===== src/rtl/cpu_pkg.sv =====
// Shared definitions for the 5-stage MIPS core: the decoded control bundle,
// ALU operation classes and the canonical bubble / $zero encodings.
package cpu_pkg;

    // Decoded control bits carried down the pipeline alongside the operands.
    typedef struct packed {
        logic       regwrite;
        logic       memread;
        logic       memwrite;
        logic       memtoreg;
        logic       alusrc;
        logic       regdst;
        logic [1:0] aluop;
    } ctrl_t;

    // ALU operation classes consumed by the ALU control in EX.
    localparam logic [1:0] ALUOP_ADD    = 2'b00;  // loads/stores: address add
    localparam logic [1:0] ALUOP_BRANCH = 2'b01;  // beq: subtract for compare
    localparam logic [1:0] ALUOP_RTYPE  = 2'b10;  // decode funct field
    localparam logic [1:0] ALUOP_IMM    = 2'b11;  // immediate arithmetic/logic

    // A bubble is an instruction with every control bit cleared: it writes
    // nothing, reads no memory and cannot itself cause a hazard.
    localparam ctrl_t CTRL_BUBBLE = '0;

    // Architectural $zero register; never a real dependency.
    localparam logic [4:0] REG_ZERO = 5'd0;

endpackage


===== src/rtl/hazard_detection_unit.sv =====
// Load-use hazard detection. Purely combinational: looks at the load sitting
// in EX and the instruction in ID, and decides whether ID must wait a cycle.
// A taken-branch flush always wins, since the ID instruction is being
// discarded anyway and freezing the front end would lose the branch target.
module hazard_detection_unit
    import cpu_pkg::*;
#(
    parameter int REG_W = 5
) (
    input  logic             idex_memread_i,
    input  logic [REG_W-1:0] idex_reg_rt_i,
    input  logic [REG_W-1:0] ifid_reg_rs_i,
    input  logic [REG_W-1:0] ifid_reg_rt_i,
    input  logic             flush_i,
    output logic             load_use_o,
    output logic             pc_write_o,
    output logic             ifid_write_o,
    output logic             insert_bubble_o
);

    logic rt_is_zero;
    logic rt_matches;

    // Detect a consumer in ID of the value a load in EX has not produced yet,
    // then derive front-end enables and the bubble request.
    always_comb begin
        rt_is_zero      = (idex_reg_rt_i == REG_W'(REG_ZERO));
        rt_matches      = (idex_reg_rt_i == ifid_reg_rs_i) ||
                          (idex_reg_rt_i == ifid_reg_rt_i);
        load_use_o      = idex_memread_i && !rt_is_zero && rt_matches;

        // Freeze PC and IF/ID only for a genuine stall, never on a flush.
        pc_write_o      = !(load_use_o && !flush_i);
        ifid_write_o    = !(load_use_o && !flush_i);

        // Either condition replaces the ID instruction with a bubble.
        insert_bubble_o = flush_i || load_use_o;
    end

endmodule


===== src/rtl/idex_stage.sv =====
// ID/EX pipeline register. Captures operands, register numbers and control
// from ID for use in EX one cycle later, substitutes a bubble on a load-use
// stall or branch flush, and counts load-use stall cycles (saturating).
//
// Handshake: this stage has no valid/ready pair. The front end advances
// whenever pc_write/IFID_write are 1; when they are 0 the IF/ID contents are
// held and presented again next cycle while a bubble enters EX.
module idex_stage
    import cpu_pkg::*;
#(
    parameter int DATA_W = 32,
    parameter int REG_W  = 5,
    parameter int CNT_W  = 32
) (
    input  logic              clk,
    input  logic              rst,
    input  logic [REG_W-1:0]  IFID_reg_rs,
    input  logic [REG_W-1:0]  IFID_reg_rt,
    input  logic [REG_W-1:0]  IFID_reg_rd,
    input  logic [DATA_W-1:0] reg_read_data_1,
    input  logic [DATA_W-1:0] reg_read_data_2,
    input  logic [DATA_W-1:0] sign_ext_imm,
    input  ctrl_t             id_ctrl,
    input  logic              flush,
    output logic [REG_W-1:0]  IDEX_reg_rs,
    output logic [REG_W-1:0]  IDEX_reg_rt,
    output logic [REG_W-1:0]  IDEX_reg_rd,
    output logic [DATA_W-1:0] IDEX_read_data_1,
    output logic [DATA_W-1:0] IDEX_read_data_2,
    output logic [DATA_W-1:0] IDEX_imm,
    output ctrl_t             IDEX_ctrl,
    output logic              pc_write,
    output logic              IFID_write,
    output logic [CNT_W-1:0]  stall_count
);

    // Pipeline register state.
    logic [REG_W-1:0]  rs_q, rs_d;
    logic [REG_W-1:0]  rt_q, rt_d;
    logic [REG_W-1:0]  rd_q, rd_d;
    logic [DATA_W-1:0] data1_q, data1_d;
    logic [DATA_W-1:0] data2_q, data2_d;
    logic [DATA_W-1:0] imm_q, imm_d;
    ctrl_t             ctrl_q, ctrl_d;
    logic [CNT_W-1:0]  stall_cnt_q, stall_cnt_d;

    logic load_use_w;
    logic pc_write_w;
    logic ifid_write_w;
    logic insert_bubble_w;

    hazard_detection_unit #(
        .REG_W (REG_W)
    ) u_hdu (
        .idex_memread_i  (ctrl_q.memread),
        .idex_reg_rt_i   (rt_q),
        .ifid_reg_rs_i   (IFID_reg_rs),
        .ifid_reg_rt_i   (IFID_reg_rt),
        .flush_i         (flush),
        .load_use_o      (load_use_w),
        .pc_write_o      (pc_write_w),
        .ifid_write_o    (ifid_write_w),
        .insert_bubble_o (insert_bubble_w)
    );

    // Select what enters EX next: the ID instruction, or an all-zero bubble
    // whose zeroed register numbers cannot match in the forwarding unit.
    always_comb begin
        rs_d    = IFID_reg_rs;
        rt_d    = IFID_reg_rt;
        rd_d    = IFID_reg_rd;
        data1_d = reg_read_data_1;
        data2_d = reg_read_data_2;
        imm_d   = sign_ext_imm;
        ctrl_d  = id_ctrl;
        if (insert_bubble_w) begin
            rs_d    = '0;
            rt_d    = '0;
            rd_d    = '0;
            data1_d = '0;
            data2_d = '0;
            imm_d   = '0;
            ctrl_d  = CTRL_BUBBLE;
        end
    end

    // Count only real stalls (not flushes); hold at all-ones instead of wrapping.
    always_comb begin
        stall_cnt_d = stall_cnt_q;
        if (load_use_w && !flush && (stall_cnt_q != '1)) begin
            stall_cnt_d = stall_cnt_q + 1'b1;
        end
    end

    // Register update; reset takes priority over any pending stall.
    always_ff @(posedge clk) begin
        if (rst) begin
            rs_q        <= '0;
            rt_q        <= '0;
            rd_q        <= '0;
            data1_q     <= '0;
            data2_q     <= '0;
            imm_q       <= '0;
            ctrl_q      <= CTRL_BUBBLE;
            stall_cnt_q <= '0;
        end else begin
            rs_q        <= rs_d;
            rt_q        <= rt_d;
            rd_q        <= rd_d;
            data1_q     <= data1_d;
            data2_q     <= data2_d;
            imm_q       <= imm_d;
            ctrl_q      <= ctrl_d;
            stall_cnt_q <= stall_cnt_d;
        end
    end

    assign IDEX_reg_rs      = rs_q;
    assign IDEX_reg_rt      = rt_q;
    assign IDEX_reg_rd      = rd_q;
    assign IDEX_read_data_1 = data1_q;
    assign IDEX_read_data_2 = data2_q;
    assign IDEX_imm         = imm_q;
    assign IDEX_ctrl        = ctrl_q;
    assign pc_write         = pc_write_w;
    assign IFID_write       = ifid_write_w;
    assign stall_count      = stall_cnt_q;

endmodule


===== config.mk =====
export PLATFORM = sky130hd
export DESIGN_NAME = idex_stage
export DESIGN_NICKNAME = d
export VERILOG_FILES = /design/src/rtl/cpu_pkg.sv /design/src/rtl/hazard_detection_unit.sv /design/src/rtl/idex_stage.sv
export SDC_FILE = /design/constraint.sdc
export NUM_CORES = 1
export LEC_CHECK = 0
export ABC_CLOCK_PERIOD_IN_PS = 5150
export CAP_MARGIN = 20
export CORE_MARGIN = 5
export CORE_UTILIZATION = 41
export DETAILED_ROUTE_END_ITERATION = 8
export GPL_TIMING_DRIVEN = 1
export PLACE_DENSITY = 0.81
export SYNTH_ARGS = -nofsm -noshare
export SYNTH_HDL_FRONTEND = slang
export SYNTH_SLANG_ARGS = --single-unit

===== constraint.sdc =====
create_clock -name clk -period 5.15 [get_ports clk]
set_input_delay 1.03 -clock clk [delete_from_list [all_inputs] [get_ports clk]]
set_output_delay 1.03 -clock clk [all_outputs]
set_load 0.02 [all_outputs]

Yosys cells after proc, flatten, opt, wreduce, memory -nomap -nowiden
Cells that the tools add are included.
{"block": "totals", "reg_bits": 151, "input_bits": 122, "output_inout_bits": 153, "elab_cells": 29}
{"block": "op_classes", "n_addsub": 1, "eq_ne": 3, "n_reduce_logical": 11}
{"operator": "32-bit by 1-bit adder with 32-bit output, second input constant", "count": 1}
{"operator": "32-bit inequality test, second input constant", "count": 1}
{"operator": "5-bit == test", "count": 2}
{"operator": "5-bit logical NOT", "count": 1}
{"operator": "1-bit logical AND", "count": 4}
{"operator": "1-bit logical NOT", "count": 3}
{"operator": "1-bit logical OR", "count": 2}
{"operator": "2-bit OR reduction", "count": 1}

Logic depth before layout (Yosys ltp)
Gate-level depths: netlist of the first run.
{"block": "depth", "ltp_word": 6, "mapped_depth": 8, "ltp_nobuf": 7}

Cells and area by module
From an unflattened synthesis of the first run, not the netlist that was laid out.
{"block": "unflattened", "hier_cells": 466, "hier_area_um2": 5024.8}
{"module": "idex_stage", "n_inst": 1, "cells_each": 444, "area_per_inst_um2": 4863.4}
{"module": "hazard_detection_unit", "n_inst": 1, "cells_each": 22, "area_per_inst_um2": 161.4}

Least setup slack after synthesis of the first run
Ideal clock, no wire load.
{"block": "synth_timing", "path_kind": "input to output", "from": "input port IFID_reg_rt[4]", "to": "output port pc_write", "arrival_ps": 2150, "t_required_ps": 4120, "path_slack_ps": 1970, "cell_stages": 6, "path_cell_list": "xnor2_1 -> nand3_1 -> o22ai_1 -> clkbuf_1 -> nand2_1 -> buf_4"}
{"block": "synth_via", "elab_chain_cells": 5}
{"item": "start: declaration", "line_no": "idex_stage.sv:18", "text": "input logic [REG_W-1:0] IFID_reg_rt,"}
{"item": "5-bit == test", "line_no": "hazard_detection_unit.sv:29", "text": "(idex_reg_rt_i == ifid_reg_rt_i);"}
{"item": "1-bit logical OR", "line_no": "hazard_detection_unit.sv:28", "text": "rt_matches = (idex_reg_rt_i == ifid_reg_rs_i) ||"}
{"item": "1-bit logical AND", "line_no": "hazard_detection_unit.sv:30", "text": "load_use_o = idex_memread_i && !rt_is_zero && rt_matches;"}
{"item": "1-bit logical AND"}
{"item": "1-bit logical NOT"}
{"item": "end: declaration", "line_no": "idex_stage.sv:32", "text": "output logic pc_write,"}
Every way passes these cells.

Worst setup path after layout of the first run
{"block": "layout_timing", "from": "input port IFID_reg_rt[2]", "to": "output port pc_write"}
{"block": "layout_via", "elab_chain_cells": 5}
{"item": "5-bit == test", "line_no": "hazard_detection_unit.sv:29"}
{"item": "1-bit logical OR", "line_no": "hazard_detection_unit.sv:28"}
{"item": "1-bit logical AND", "line_no": "hazard_detection_unit.sv:30"}
{"item": "1-bit logical AND", "line_no": "hazard_detection_unit.sv:33", "text": "pc_write_o = !(load_use_o && !flush_i);"}
{"item": "1-bit logical NOT", "line_no": "hazard_detection_unit.sv:33"}
Every way passes these cells.

==> results by stage, run 1 <==
Placed design:
- The placed cell count is a little under 900.
- The routability congestion estimate is 0.816.
- The number of buffer cells added on primary ports is 274.
- The HPWL reported at the end of detailed placement is 12.2 mm.
- The worst setup slack before clock tree synthesis is between 1 and 1.5 ns.

Logic synthesis:
- The post-synthesis xor/xnor area fraction is 0.0338.
- The proportion of synthesized chip area in sequential cells is 0.613.
- The net count after synthesis is slightly below 600.
- The area share of fa/ha/maj cells after synthesis is 0.00254.
- The dominant cell type by area after synthesis is sky130_fd_sc_hd__dfxtp_1.
- The instance count of the mapped netlist is 470.
- Of the total synthesized cell area, the portion taken by AND, OR, NAND and NOR gates is 0.266.
- In the post-synthesis netlist, the biggest area contributors are sky130_fd_sc_hd__dfxtp_1 (61%), sky130_fd_sc_hd__and2_1 (15%), sky130_fd_sc_hd__a21oi_1 (2.0%), sky130_fd_sc_hd__xnor2_1 (1.8%), sky130_fd_sc_hd__or4_1 (1.7%).
- The mapped netlist covers roughly 4900 µm².
- The portion of synthesized area spent on multiplexers is 0.00660.
- The number of warning messages in the yosys log is 0.
- The most frequently used flop master after synthesis is sky130_fd_sc_hd__dfxtp_1.
- Of all flip-flops after synthesis, the portion carrying an async set or reset was 0.
- The top-area cell type share of the netlist area is 0.613.
- The complex-gate fraction of the synthesized area was 0.0530.
- After synthesis, the largest family of logic cells by area is simple AND/OR/NAND/NOR gates.
- Synthesis instantiated 35 different standard cells from the library.
- The synthesized area divided by synthesized cell count is 10.5 µm².
- In this run, synthesis produced a sequential element count of ~150.
- The number of enable flip-flop cells after synthesis is 0.

GRT:
- The initial antenna violation count was 0.
- The maximum number of pins on one net before global-route repair is 63.
- The via count of the first global-routing pass is approximately 4.6k.
- The overall routing resource usage is 0.220.
- The wire length of the first global-routing pass is 24.0 mm.
- The overall overflow remaining after global route is 0.

Route:
- The number of iterations in the first detailed-routing pass is 4.
- After detailed routing, the number of remaining DRC violations is 0.
- The overall routed net length is 15.9 mm.
- Dividing the detail-routed via count by the number of cells gives just under 5.
- The detailed router put a total of about 5.4 mm of wire on met1.
- The number of routed nets with antenna violations is 0.
- Dividing the detail-routed wire length by the instance count gives between 15 and 20 µm.
- The routed design uses slightly above 8 mm of met2 wire.
- The total via count in the routed design is approximately 4.4k.
- The number of design-rule violations left by the first detailed-router iteration is 300.
- Wire segments on met3 add up to 1.95 mm in the final route.
- After detailed routing, no signal wire sits above met4.

STA:
- In the finished design, the share of the clock period the worst path needs comes to 0.759.
- After layout, the minimum clock period comes to around 3.9 ns.
- For the final routed database, the setup TNS stands at 0 ns.
- The largest clock skew in the final design is 0.00788 ns.
- Static timing analysis puts the maximum clock frequency at around 260 MHz.
- Setup repair after global routing left no endpoint under its margin.
- The worst pin sits at a relative slew slack of 0.460.
- At the pin with the least slew margin, the transition time is between 0.8 and 0.9 ns.
- Setup violations remaining at the end of the flow were counted as 0.
- The count of endpoints failing hold in the final timing report is 0.
- In the post-route analysis, the smallest setup slack over all paths is around 1.2 ns.
- The final number of max-transition violations came to 0.

Finish:
- The share of post-route cells with drive strength above 1 is 0.0584.
- Leaving out filler cells and counting taps, the final layout contains 900.
- The repair_antennas step left the layout with diodes totalling 0.
- Relative to the synthesized area, the layout overhead comes to 71.4%.
- The multi-input logic area is approximately 1800 µm².
- The final layout contains just under 900 nets.
- The number of fillers in the final layout is between 800 and 900.
- Registers take 3020 µm².

Power and ir drop:
- For this design the ratio of total power to cell area is between 300 and 400 nW/µm².
- The completed layout was analyzed and its total power is around 2.9 mW.
- IR analysis of the VDD net gives a maximum drop of 228 µV.
- In this run the static leakage power is 3.15 nW.

Floorplan:
- The overall die width is between 100 and 150 µm.
- The placeable core region is roughly 12000 µm².
- The die outline area is 14300 µm².
- The starting density of the core is 0.414.
- The die is ~120 µm tall.
- The floorplan has 40 rows.
- The number of primary I/O pins is between 200 and 300.

Min path:
- In this run the most critical hold path is launched from stall_count[31].
- The type of the tightest min-delay check is flop to flop.
- The hold path depth is 2.
- The worst min-delay path endpoint is stall_count[31].

CTS:
- The clock sink total is 151.
- The clock reaches the later pin of the worst-skew pair after approximately 0.42 ns.
- The number of buffers created by CTS is 17.
- In this run the post-CTS setup repair buffer count came out at 0.
- The number of gates resized after CTS was 0.
- The library cell used as clock root buffer is sky130_fd_sc_hd__clkbuf_16.
- The hold buffer count at cts is 0.
- TritonCTS built the clock tree.
- The H-tree generated during clock tree synthesis spans 4 levels.
- No sink is reached through more buffers than the 2 on the longest clock path.
- The post-CTS clock slew at the launch and capture registers of the worst setup and hold paths is ~0.06 ns.

Status:
- The run finished with clean final reports.

Setup path:
- The data required time at the worst endpoint is between 4 and 5 ns.
- The cell at the slowest stage of the critical path is sky130_fd_sc_hd__clkdlybuf4s50_1.
- The worst flop-to-flop path startpoint is IDEX_reg_rt[3].
- The critical path goes through clkdlybuf4s50_1 > xnor2_1 > nand3_1 > o22ai_1 > buf_4 > nand2_1 > clkdlybuf4s50_1.
- Along the worst path, the maximum fanout reaches 12.
- The worst register-to-register path ends at stall_count[15].
- The count of buffering cells on the critical path with inverters included is 3.
- The worst setup path is captured at an output pin.
- The cell occurring most often along the worst timing path is sky130_fd_sc_hd__clkdlybuf4s50_1.
- The number of cell instances on the worst register-to-register path is 7.
- On the critical path the largest part of the delay comes from buffers and inverters.
- The largest single stage delay on the critical path is about 0.57 ns.
- The flop-to-flop setup slack is between 2 and 2.5 ns.
- The element type at the critical path start is a primary input.
- The data arrival time at the worst-slack endpoint is roughly 2.9 ns.
- The critical path start-end classification is primary input to output pin.

Job:
- The reported max-cap violation count is 0.
==> layout by cell type (no fill, tap or decap) <==
cell type and instances:
sky130_fd_sc_hd__nor2b_1 2, sky130_fd_sc_hd__bufinv_16 5, sky130_fd_sc_hd__or4b_2 1, sky130_fd_sc_hd__a2111oi_2 1, sky130_fd_sc_hd__nand3_1 13, sky130_fd_sc_hd__nand2b_1 1
sky130_fd_sc_hd__buf_4 5, sky130_fd_sc_hd__ha_1 1, sky130_fd_sc_hd__nand4_2 1, sky130_fd_sc_hd__or4_1 11, sky130_fd_sc_hd__inv_1 4, sky130_fd_sc_hd__or3_4 1
sky130_fd_sc_hd__or3_1 10, sky130_fd_sc_hd__xor2_1 9, sky130_fd_sc_hd__and4_1 1, sky130_fd_sc_hd__and2_1 120, sky130_fd_sc_hd__a2111oi_0 1, sky130_fd_sc_hd__mux2_2 2
sky130_fd_sc_hd__clkinv_2 2, sky130_fd_sc_hd__nand4_1 13, sky130_fd_sc_hd__clkdlybuf4s50_1 274, sky130_fd_sc_hd__nand2_1 16, sky130_fd_sc_hd__and3_1 4, sky130_fd_sc_hd__nor2_1 19
sky130_fd_sc_hd__o22ai_1 1, sky130_fd_sc_hd__xnor2_1 10, sky130_fd_sc_hd__nor4_1 2, sky130_fd_sc_hd__dfxtp_1 151, sky130_fd_sc_hd__mux2i_1 1, sky130_fd_sc_hd__o31ai_1 9
sky130_fd_sc_hd__o41ai_1 1, sky130_fd_sc_hd__clkinvlp_4 1, sky130_fd_sc_hd__nor3_2 1, sky130_fd_sc_hd__or2_2 2, sky130_fd_sc_hd__o21ai_0 11, sky130_fd_sc_hd__clkbuf_16 17
sky130_fd_sc_hd__clkbuf_8 5, sky130_fd_sc_hd__nor3_1 4, sky130_fd_sc_hd__a21oi_1 20
==> logic make-up (layout without fill, tap and decap cells) <==
logic type,Yosys count,after routing
muxes,3,3
DFF,151,151
adders and majority gates,1,1
xor gates and xnor gates,19,19
AOI/OAI and AO/OA,44,44
buffers and inverters,30,313
and+or+nand+nor,222,222
==> registers in the layout (all words and copies together), names as in the netlist <==
name / count
IDEX_ctrl: 8
IDEX_imm: 32
IDEX_read_data_1: 32
IDEX_read_data_2: 32
IDEX_reg_rd: 5
IDEX_reg_rs: 5
IDEX_reg_rt: 5
stall_count: 32
==> metal layers <==
layer	vias up	track usage
met5	-	0
met2	208	0.387
li1	2105	-
met3	29	0.122
met1	2018	0.211
met4	0	0.0931
==> synth_stat cells (2+ instances only) <==
| library cell | n |
|---|---|
| sky130_fd_sc_hd__dfxtp_1 | 151 |
| sky130_fd_sc_hd__and2_1 | 120 |
| sky130_fd_sc_hd__a21oi_1 | 20 |
| sky130_fd_sc_hd__clkbuf_1 | 20 |
| sky130_fd_sc_hd__nor2_1 | 19 |
| sky130_fd_sc_hd__nand2_1 | 16 |
| sky130_fd_sc_hd__nand3_1 | 13 |
| sky130_fd_sc_hd__nand4_1 | 13 |
| sky130_fd_sc_hd__o21ai_0 | 11 |
| sky130_fd_sc_hd__or4_1 | 11 |
| sky130_fd_sc_hd__or3_1 | 10 |
| sky130_fd_sc_hd__xnor2_1 | 10 |
| sky130_fd_sc_hd__o31ai_1 | 9 |
| sky130_fd_sc_hd__xor2_1 | 9 |
| sky130_fd_sc_hd__nor3_1 | 5 |
| sky130_fd_sc_hd__and3_1 | 4 |
| sky130_fd_sc_hd__inv_1 | 4 |
| sky130_fd_sc_hd__buf_2 | 3 |
| sky130_fd_sc_hd__buf_4 | 2 |
| sky130_fd_sc_hd__mux2_2 | 2 |
| sky130_fd_sc_hd__nor2b_1 | 2 |
| sky130_fd_sc_hd__nor4_1 | 2 |
| sky130_fd_sc_hd__or2_2 | 2 |
==> where the power goes <==
group          internal (mW)  switching, mW
Combinational          0.165          0.109
Sequential              1.21         0.0124
Clock                  0.917          0.458
==> worst max-delay path by stage <==
stage / startpoint / endpoint / slack, ns / cells after the start
2_1_floorplan: IFID_reg_rt[4] / pc_write / 1.97 / 6
3_3_place_gp: IFID_reg_rt[4] / pc_write / 1.30 / 7
3_5_place_dp: IFID_reg_rt[2] / pc_write / 1.23 / 7
4_1_cts: IFID_reg_rt[2] / pc_write / 1.22 / 7
5_1_grt: IFID_reg_rt[2] / pc_write / 1.12 / 7
6_report: IFID_reg_rt[2] / pc_write / 1.24 / 7
==> worst register-to-register path, stage by stage (launching register included) <==
cell                      delay (ns)
sky130_fd_sc_hd__dfxtp_1        0.41
sky130_fd_sc_hd__or4_1          0.15
sky130_fd_sc_hd__o21ai_0        0.19
sky130_fd_sc_hd__nor2_1         0.50
sky130_fd_sc_hd__nand3_1        0.37
sky130_fd_sc_hd__buf_4          0.32
sky130_fd_sc_hd__or4b_2         0.62
sky130_fd_sc_hd__a21oi_1        0.15
==> per-stage QoR <==
stage | utilization | cell area [µm²] | hold slack, ns
final | 0.710 | 8450 | 0.515
after global routing | 0.710 | 8450 | 0.557
after CTS | 0.710 | 8450 | 0.508
after detailed placement | 0.654 | 7790 | 0.499
after global placement | 0.654 | 7790 | 0.481
after floorplan | - | 4930 | 0.563
==> cell type report <==
cell class / instances / share of cell area
multi-input cells: 289 / 0.212
clock buffers: 22 / 0.0585
inverters: 4 / 0.00178
repair buffers: 279 / 0.329
flip-flops and latches: 151 / 0.358
well taps: 147 / 0.0218
clock inverters: 8 / 0.0198
No activity file was read; power rests on OpenSTA's default activity.
==> run 2: changes to the inputs <==
- ABC_CLOCK_PERIOD_IN_PS: 5150 -> 3400
- CORE_UTILIZATION: 41 -> 35
- PLACE_DENSITY: 0.81 -> 0.73
- clock period: 5.15 -> 3.4 ns (I/O delays scaled with it)
==> results by stage, run 2 (same netlist as run 1, synthesis figures left out) <==
Route:
- The average wire per cell in the routed design is 16.3 µm (-7.7%).
- The number of routed nets with antenna violations was 0 (unchanged).
- The number of iterations in the first detailed-routing pass is 5 (+1).
- The overall routed net length is 15.3 mm (-4.0%).
- The residual DRC count was 0 (unchanged).
- The total via count in the routed design came to 4342 (-0.41%).
- The mean number of vias per cell is 4.63 (-4.3%).
- The number of design-rule violations left by the first detailed-router iteration is 324 (+8.0%).

GRT:
- The wire length of the first global-routing pass came to 23.3 mm (-3.1%).
- The overall routing resource usage came to 0.183 (-0.0371).
- The maximum number of pins on one net before global-route repair is 120 (+90%).
- The overall overflow remaining after global route is 0 (unchanged).
- The via count of the first global-routing pass came to 4572 (-0.20%).
- The initial antenna violation count is 0 (unchanged).

CTS:
- The post-CTS clock slew at the launch and capture registers of the worst setup and hold paths is 0.06 ns (about the same).
- The H-tree depth was 4 (unchanged).
- The hold buffer count at cts is 0 (unchanged).
- The clock sink total was 151 (unchanged).
- TritonCTS built the clock tree.
- The number of buffers created by CTS is 17 (unchanged).
- The number of setup buffers added after CTS was 0 (unchanged).
- The number of resized instances in the post-cts repair step is 0 (unchanged).
- The number of buffers on the longest clock path is 2 (unchanged).
- The tree is rooted in a sky130_fd_sc_hd__clkbuf_16.
- The clock insertion delay at the later pin of the skew report is 0.41 ns (about the same).

STA:
- The final-layout setup total negative slack is 0 ns (unchanged).
- The setup violation total in the final timing report came to 0 (unchanged).
- The final worst slack is 0.178 ns (-1.06 ns).
- The largest clock skew in the final design is 0.00895 ns (+0.00107 ns).
- The count of endpoints failing hold in the final timing report is 0 (unchanged).
- The relative max-transition margin is 0.618 (+0.158).
- Static timing analysis puts the maximum clock frequency at ~310 MHz.
- The time the worst path needs with I/O delays and setup is between 3 and 4 ns.
- The final number of max-transition violations is 0 (unchanged).
- The slew at the pin with the worst max-slew slack is 0.558 ns (-0.244 ns).
- Setup repair after global routing left no endpoint under its margin.
- The final worst-path cycle share is 0.948.

Setup path:
- The biggest cell delay along the critical path is 0.62 ns (+0.05 ns).
- The count of buffering cells on the critical path with inverters included is 1 (-2).
- The cell family contributing the most delay on the critical path is simple AND/OR/NAND/NOR gates.
- The largest fanout on the critical path came to 4 (-8).
- The worst setup path is launched from a flop.
- The critical path is of the flop to output pin type.
- The data arrival time at the worst-slack endpoint is 2.54 ns (-0.34 ns).
- The beginning of the critical path is IDEX_reg_rt[0].
- The worst flop-to-flop path startpoint is stall_count[0].
- The critical path goes through or4_1 > o21ai_0 > nor2_1 > nand2_1 > clkdlybuf4s50_1.
- The data required time at the worst endpoint was 2.72 ns (-1.40 ns).
- The worst setup path is captured at an output pin.
- The cell at the slowest stage of the critical path is sky130_fd_sc_hd__clkdlybuf4s50_1.

Finish:
- The number of fillers in the final layout is 1121 (+33%).
- The most common cell after layout, fill and taps aside is sky130_fd_sc_hd__clkdlybuf4s50_1.
- The antenna diode instance count is 0 (unchanged).
- The share of post-route cells with drive strength above 1 is 0.0621 (+0.00365).
- The number of nets in the layout is 867 (+0.23%).
- Leaving out fill and tap cells, the most frequent cells in the layout are sky130_fd_sc_hd__clkdlybuf4s50_1 (274), sky130_fd_sc_hd__dfxtp_1 (151), sky130_fd_sc_hd__and2_1 (120).
- The area growth from synthesis to layout is 72.6%.

Status:
- The flow ran to the end, and the final reports show no timing, DRC or antenna violations.

Min path:
- The path class of the tightest hold or removal check is flop to flop.
- In this run the most critical hold path is launched from stall_count[31].

Job:
- The reported max-cap violation count came to 0 (unchanged).

Placed design:
- The worst setup slack before clock tree synthesis is 0.280 ns (-0.949 ns).
- The routability congestion estimate came to 0.860 (+5.4%).
- The HPWL reported at the end of detailed placement is 11.9 mm (-1.8%).
- The number of buffer cells added on primary ports was 274 (unchanged).

Power and ir drop:
- The leakage power of the design is 3.16 nW (+0.33%).
- The power after layout came to 4.28 mW (+49%).
- The combinational cell fraction of total power is 0.097 (about the same).
- The fraction of power spent switching nets was 0.208 (+0.00581).
- The register share of total power is 0.431 (+0.006).
- The power spent charging and discharging nets is 890 µW (+54%).
- The maximum vdd drop is 363 µV (+60%).
- The total power density per cell area was 503 nW/µm² (+48%).
- The fraction of power consumed by the clock network is 0.472 (-0.008).
- The total internal power is 3.39 mW (+48%).

Floorplan:
- The starting density of the core is 0.357 (-0.0573).
- The number of primary I/O pins is 275 (unchanged).
- The die outline area is 16600 µm² (+16%).
- The number of rows created at floorplan was 43 (+7.5%).
- The overall die width came to 129 µm (+7.5%).
- The placeable core region is 13800 µm² (+16%).
- The die height is 129 µm (+7.5%).
[run 2: power groups by stage]
stage               Sequential (mW)  Combinational, mW  Clock (mW)
global placement               1.88              0.414           0
CTS                            1.85              0.421        2.07
finish                         1.85              0.415        2.02
global route                   1.85              0.442        2.14
floorplan                      1.96             0.0701           0
detailed placement             1.88              0.419           0
[run 2: path summary, 6_finish.rpt]
path                            slack (ns)               to  cells after the start
worst max-delay path                  0.18       IFID_write                      5
worst min-delay path                  0.52  stall_count[31]                      2
worst max register to register        0.87  stall_count[16]                      7
worst min register to register        0.52  stall_count[31]                      2
[run 2: routing by layer]
metal / vias to the layer above / track usage / share of wire / wire length, µm
li1: 2114 / - / - / -
met2: 214 / 0.312 / 0.50 / 7700
met5: - / 0 / 0 / 0
met3: 24 / 0.0897 / 0.12 / 1810
met4: 0 / 0.0766 / 0.024 / 373
met1: 1990 / 0.191 / 0.35 / 5380
[run 2: layout make-up]
type | count | area [µm²] | area share
sequential | 151 | 3020 | 0.355
timing repair buffer | 281 | 2810 | 0.330
multi-input combinational | 289 | 1790 | 0.210
clock buffer | 22 | 484 | 0.0569
tap | 180 | 225 | 0.0265
clock inverter | 10 | 165 | 0.0194
inverter | 4 | 15.0 | 0.00176
[run 2: tightest hold or removal path, delay by kind of cell (launching register included)]
kind            cells  cell delay [ns]
flops               1             0.33
compound gates      2             0.13
[run 2: per-stage QoR]
step           cell area [µm²]  std cells  hold slack (ns)   util
6_report                  8510        937            0.516  0.615
3_5_place_dp              7860        905            0.508  0.568
4_1_cts                   8510        937            0.516  0.615
2_1_floorplan             4930        470            0.563      -
5_1_grt                   8510        937            0.548  0.615
3_3_place_gp              7860        905            0.481  0.568
